File: src/rtl/mem_pkg.sv
// Shared definitions for the byte-wide memory controller: FSM state encoding,
// load/store size encoding and the default I/O address selector.
package mem_pkg;

   typedef enum logic [2:0] {
      StIdle   = 3'd0,
      StRead   = 3'd1,
      StWrite  = 3'd2,
      StIoWait = 3'd3,
      StDone   = 3'd4
   } state_e;

   typedef enum logic [1:0] {
      Size1B = 2'd0,
      Size2B = 2'd1,
      Size4B = 2'd2
   } size_e;

   // addr[17:16] value that marks the I/O region
   localparam logic [1:0] IoSelDefault = 2'b11;

   // Number of bytes moved for a given size code; the unused code is treated as a word
   function automatic logic [2:0] size_bytes(input logic [1:0] size);
      case (size)
         Size1B:  return 3'd1;
         Size2B:  return 3'd2;
         default: return 3'd4;
      endcase
   endfunction

endpackage

File: src/rtl/mem_ctrl.sv
// Byte-wide memory controller arbitrating an instruction-fetch word reader and a
// load/store unit onto a single 8-bit RAM/IO bus.
// Optional feature: define MEM_CTRL_IO_WAIT_EN to stall I/O writes while the UART
// transmit buffer reports full.
module mem_ctrl
   import mem_pkg::*;
#(
   parameter int unsigned ADDR_WIDTH = 32,
   parameter logic [1:0]  IO_SEL     = IoSelDefault
) (
   input  logic                  clk_in,
   input  logic                  rst_n_in,
   input  logic                  rdy_in,
   input  logic                  flush_in,
   input  logic                  if_req_in,
   input  logic [ADDR_WIDTH-1:0] if_addr_in,
   output logic                  if_done_out,
   output logic [31:0]           if_data_out,
   input  logic                  ls_req_in,
   input  logic                  ls_wr_in,
   input  logic [1:0]            ls_size_in,
   input  logic [ADDR_WIDTH-1:0] ls_addr_in,
   input  logic [31:0]           ls_wdata_in,
   output logic                  ls_done_out,
   output logic [31:0]           ls_rdata_out,
   input  logic [7:0]            mem_din,
   output logic [7:0]            mem_dout,
   output logic [31:0]           mem_a,
   output logic                  mem_wr,
   input  logic                  io_buffer_full
);

   state_e      state_q, state_d;
   logic [2:0]  cnt_q, cnt_d;
   logic [2:0]  len_q, len_d;
   logic [31:0] base_q, base_d;
   logic [31:0] wdata_q, wdata_d;
   logic [31:0] data_q, data_d;
   logic        is_ls_q, is_ls_d;

   logic [31:0] cur_addr;
   logic [31:0] hold_addr;
   logic        write_ok;
   logic        done;

   assign cur_addr  = base_q + {29'd0, cnt_q};
   // While frozen in READ, re-present the previous byte address so a synchronous
   // RAM keeps returning the byte that is still waiting to be captured.
   assign hold_addr = cur_addr - {31'd0, (cnt_q != 3'd0)};

`ifdef MEM_CTRL_IO_WAIT_EN
   assign write_ok = !((cur_addr[17:16] == IO_SEL) && io_buffer_full);
`else
   assign write_ok = 1'b1;
`endif

   assign done         = (state_q == StDone) && rdy_in;
   assign ls_done_out  = done && is_ls_q;
   assign if_done_out  = done && !is_ls_q;
   assign ls_rdata_out = ls_done_out ? data_q : 32'd0;
   assign if_data_out  = if_done_out ? data_q : 32'd0;

   // Next-state, byte counter, read assembly and bus drive
   always_comb begin
      state_d  = state_q;
      cnt_d    = cnt_q;
      len_d    = len_q;
      base_d   = base_q;
      wdata_d  = wdata_q;
      data_d   = data_q;
      is_ls_d  = is_ls_q;
      mem_a    = 32'd0;
      mem_dout = 8'd0;
      mem_wr   = 1'b0;

      unique case (state_q)
         StIdle: begin
            // A flush coinciding with a request suppresses the grant
            if (!flush_in) begin
               if (ls_req_in) begin
                  base_d  = 32'(ls_addr_in);
                  len_d   = size_bytes(ls_size_in);
                  wdata_d = ls_wdata_in;
                  is_ls_d = 1'b1;
                  cnt_d   = 3'd0;
                  data_d  = 32'd0;
                  state_d = ls_wr_in ? StWrite : StRead;
               end else if (if_req_in) begin
                  base_d  = 32'(if_addr_in);
                  len_d   = 3'd4;
                  wdata_d = 32'd0;
                  is_ls_d = 1'b0;
                  cnt_d   = 3'd0;
                  data_d  = 32'd0;
                  state_d = StRead;
               end
            end
         end

         StRead: begin
            if (!rdy_in) begin
               mem_a = hold_addr;
            end else if (cnt_q < len_q) begin
               mem_a = cur_addr;
            end
            // Byte k arrives the cycle after its address; cnt 4 maps to lane 3
            if (cnt_q != 3'd0) begin
               data_d[{cnt_q[1:0] - 2'd1, 3'b000} +: 8] = mem_din;
            end
            cnt_d = cnt_q + 3'd1;
            if (flush_in) begin
               state_d = StIdle;
               cnt_d   = 3'd0;
            end else if (cnt_q == len_q) begin
               state_d = StDone;
               cnt_d   = 3'd0;
            end
         end

         StWrite: begin
            if (!write_ok) begin
               state_d = StIoWait;
            end else begin
               mem_a    = cur_addr;
               mem_dout = wdata_q[{cnt_q[1:0], 3'b000} +: 8];
               mem_wr   = rdy_in;
               cnt_d    = cnt_q + 3'd1;
               if (cnt_q == len_q - 3'd1) begin
                  state_d = StDone;
                  cnt_d   = 3'd0;
               end
            end
         end

         // The cycle that sees the buffer drain is the extra settle cycle
         StIoWait: begin
            if (!io_buffer_full) begin
               state_d = StWrite;
            end
         end

         StDone: begin
            state_d = StIdle;
         end

         default: begin
            state_d = StIdle;
         end
      endcase
   end

   // State and latch registers; rdy_in low freezes everything
   always_ff @(posedge clk_in or negedge rst_n_in) begin
      if (!rst_n_in) begin
         state_q <= StIdle;
         cnt_q   <= 3'd0;
         len_q   <= 3'd0;
         base_q  <= 32'd0;
         wdata_q <= 32'd0;
         data_q  <= 32'd0;
         is_ls_q <= 1'b0;
      end else if (rdy_in) begin
         state_q <= state_d;
         cnt_q   <= cnt_d;
         len_q   <= len_d;
         base_q  <= base_d;
         wdata_q <= wdata_d;
         data_q  <= data_d;
         is_ls_q <= is_ls_d;
      end
   end

endmodule

File: config.mk
export PLATFORM = sky130hd
export DESIGN_NAME = mem_ctrl
export DESIGN_NICKNAME = d
export VERILOG_FILES = /design/src/rtl/mem_pkg.sv /design/src/rtl/mem_ctrl.sv
export SDC_FILE = /design/constraint.sdc
export NUM_CORES = 1
export LEC_CHECK = 0
export BUFFER_PORTS_ARGS = -buffer_cell sky130_fd_sc_hd__buf_2
export CELL_PAD_IN_SITES_DETAIL_PLACEMENT = 0
export CELL_PAD_IN_SITES_GLOBAL_PLACEMENT = 1
export CORE_MARGIN = 2
export CORE_UTILIZATION = 35
export DETAILED_ROUTE_END_ITERATION = 7
export MAX_ROUTING_LAYER = met4
export PLACE_DENSITY = 0.78
export SYNTH_ARGS = -nofsm -noshare
export SYNTH_HDL_FRONTEND = slang
export SYNTH_SLANG_ARGS = --single-unit
File: constraint.sdc
create_clock -name clk_in -period 3.1 [get_ports clk_in]
set_input_delay 0.31 -clock clk_in [delete_from_list [all_inputs] [get_ports clk_in]]
set_output_delay 0.31 -clock clk_in [all_outputs]
set_load 0.01 [all_outputs]
==> results.sh <==
export IMPL_place_congestion=0.896
export IMPL_hp_class="primary input to async pin"
export IMPL_utilization_pct=49.8
export IMPL_violations="setup timing"
export IMPL_synth_edf_count=0
export IMPL_synthesis_nets=1048
export IMPL_finalWorstSetupSlack_ps=-601
export IMPL_r2r_start="cnt_q[0]"
export IMPL_grt_pass1_vias=7065
export IMPL_worstMarginPinSlew_ps=994
export IMPL_insertion_delay_ps=360
export IMPL_worstSetupStartpoint="cnt_q[0]"
export IMPL_relSlewSlack_pct=33.3
export IMPL_setup_violations=30
export IMPL_drive_gt1_share_pct=36.2
export IMPL_antenna_left=0
export IMPL_synthArstFlopShare_pct=100
export IMPL_cts_root_buf="clkbuf_16"
export IMPL_wl_per_cell_um=16.5
export IMPL_power_internal_mw=4.32
export IMPL_switching_share_pct=43.7
export IMPL_cp_arrival_ps=3390
export IMPL_tns_ps=-12030
export IMPL_use_met2_pct=35.2
export IMPL_ys_warnings_count=0
export IMPL_avgViaCountPerCell=5.14
export IMPL_crit_chain="ha_4 > fa_2 > a21oi_4 > buf_6 > nor4_4 > nor4b_2 > mux2i_4 > a2111oi_4 > buf_6 > and2_4 > a31oi_4 > o22ai_2 > buf_2"
export IMPL_end_kind="primary output"
export IMPL_design_area_um2=10500
export IMPL_fp_row_count=53
export IMPL_powerDensity_nw_per_um2=733
export IMPL_drtIter0Drc=457
export IMPL_clock_sinks=106
export IMPL_period_share_pct=119
export IMPL_rsz0062_at_grt="yes"
export IMPL_vdd_ir_drop_max_mv=0.358
export IMPL_nets=1339
export IMPL_ys_seq_area_share_pct=35.4
export IMPL_drtPass1Iterations=5
export IMPL_vias=7657
export IMPL_antenna_found_initial=1
export IMPL_post_dp_cell_area_um2=9630
export IMPL_cts_tree="done"
export IMPL_cpPeakStageDelay_ps=410
export IMPL_clkTransAtPathRegs_ps=80
export IMPL_postCtsHoldBufs=0
export IMPL_path_class="flip-flop to primary output"
export IMPL_gr_usage_met3_pct=2.52
export IMPL_start_util_pct=35.7
export IMPL_crit_top_cell="buf_6"
export IMPL_grt_pass1_wl_um=37800
export IMPL_synth_seq_cells=106
export IMPL_cp_start_kind="flip-flop"
export IMPL_max_freq_mhz=270
export IMPL_final_max_slew_viol_count=0
export IMPL_postSynthCellCount=919
export IMPL_layout_commonest_cell="buf_2"
export IMPL_dp_hpwl_um=18100
export IMPL_grt_max_degree=103
export IMPL_status="finished with violations"
export IMPL_hold_viol=0
export IMPL_cp_data_required_time_ps=2790
export IMPL_drc_errors=0
export IMPL_grt_ovfl_total=0
export IMPL_power_frac_clock_pct=15.8
export IMPL_dp_slack_ps=-354
export IMPL_syn_to_final_growth_pct=39.6
export IMPL_numCtsBuffers=9
export IMPL_seq_power_share_pct=28.7
export IMPL_io_pins=221
export IMPL_clock_skew_ps=7.50
export IMPL_crit_fanout=7
export IMPL_track_usage_pct=22.0
export IMPL_fin_crit_ps=3700
export IMPL_portBuffers=220
export IMPL_drv_cap=0
export IMPL_die_h_um=150
export IMPL_dieArea_um2=22600
export IMPL_busiest_layer="met2"
export IMPL_switchingPower_mw=3.36
export IMPL_met1_usage_pct=29.6
export IMPL_p_comb_share_pct=55.5
export IMPL_ys_flop_type="dfrtp_1"
export IMPL_finalWirelength_um=24600
export IMPL_layout_cells_most_common_list="buf_2 (218), nand2_1 (191), buf_4 (114)"
export IMPL_die_w_um=150
export IMPL_leakagePower_nw=5.04
export IMPL_syn_area_um2=7500
export IMPL_slowest_stage="dfrtp_1"
export IMPL_core_um2=21000
export IMPL_cts_max_path_buffers=2
export IMPL_synth_cell_types=70
export IMPL_avgSynthCellArea_um2=8.16
export IMPL_htreeDepth=3
state kept, by name, indices dropped and copies added (netlist names):
name	cells
base_q	32
is_ls_q	1
cnt_q	3
data_q	32
len_q	3
wdata_q	32
state_q	3
path summary, 6_finish.rpt:
kind	endpoint	slack [ps]	depth (start not counted)
worst max-delay path	mem_a[23]	-600	13
worst min-delay path	wdata_q[29]	20	1
worst max register to register	state_q[1]	680	9
worst min register to register	wdata_q[16]	480	2
max in group asynchronous	base_q[22]	2330	2
min in group clk_in	len_q[0]	150	2
Yosys cell counts, types with 3 or more instances:
cell	number	share of area, %
nor3_1	16	1.1
nand3_1	25	1.7
nor4_1	7	0.58
a21o_1	7	0.70
o21ai_1	6	0.40
ha_1	14	2.3
mux2i_1	38	5.1
buf_2	7	0.47
and2_1	81	6.8
clkbuf_1	56	2.8
nand2b_1	5	0.42
and3_1	11	0.92
xnor2_1	20	2.3
nand2_1	193	9.7
nor3b_1	3	0.30
xor2_1	18	2.1
o21a_1	3	0.30
nor2b_1	6	0.50
or3_1	3	0.25
and4_1	4	0.47
mux4_2	8	2.4
o31ai_1	5	0.50
o22ai_1	14	1.2
dfrtp_1	106	35
inv_1	13	0.65
nor2_1	31	1.6
nand4_1	16	1.3
o21ai_0	122	8.1
a31oi_1	7	0.58
a21oi_1	15	1.0
a211oi_1	8	0.80
area by class of cell:
type	instances	area, µm²
Timing Repair Buffer	347	2120
Inverter	13	48.8
Antenna cell	1	2.50
Clock inverter	5	67.6
Sequential cell	106	2650
Multi-Input combinational cell	733	5000
Fill cell	2036	10600
Tap cell	275	344
Clock buffer	10	229
cells by family (layout without fill, tap and decap cells):
| family | Yosys count | count (layout) | synth area share [%] |
|---|---|---|---|
| mux | 47 | 47 | 7.62 |
| fa+ha+maj | 15 | 15 | 2.60 |
| buf+inv | 80 | 375 | 4.42 |
| other cells | 0 | 1 | 0 |
| simple gates | 421 | 421 | 28.6 |
| flops | 106 | 106 | 35.4 |
| xor+xnor | 39 | 39 | 4.65 |
| compound gates | 211 | 211 | 16.8 |
per-stage QoR:
step	hold slack (ps)	power, mW	instances
3_3_place_gp	450	5.96	1457
6_report	18.0	7.68	1490
3_5_place_dp	455	6.02	1457
5_1_grt	96.8	8.21	1490
2_1_floorplan	14.4	4.47	919
4_1_cts	60.4	7.39	1480
timing repair:
action | 4_1_cts | 5_1_grt
setup buffers | 8 | 10
gates resized for setup | 40 | 49
setup endpoints to repair | 30 | 32
endpoints found under the hold margin | 0 | 0
pin swaps | 21 | 25
layer usage:
layer  part of all wire [%]  wire length, µm
met4                    1.8              444
met1                     46            11400
met3                    4.5             1090
met5                      0                0
met2                     48            11700
critical path, delay by kind of cell, from the launching register on:
kind | cells | cell delay, ps
multiplexers | 1 | 150
flip-flops | 1 | 410
AO/OA/AOI/OAI | 4 | 860
AND/OR/NAND/NOR | 3 | 540
adder cells (fa/ha/maj) | 2 | 540
buffers and inverters | 3 | 530
power by group through the flow:
stage	clock network [mW]	registers, mW	logic [mW]
floorplan	0	2.10	2.38
global placement	0	2.21	3.76
detailed placement	0	2.22	3.80
CTS	1.24	2.21	3.95
global route	1.28	2.27	4.66
finish	1.21	2.21	4.26
Power figures use the tool's default switching activity.
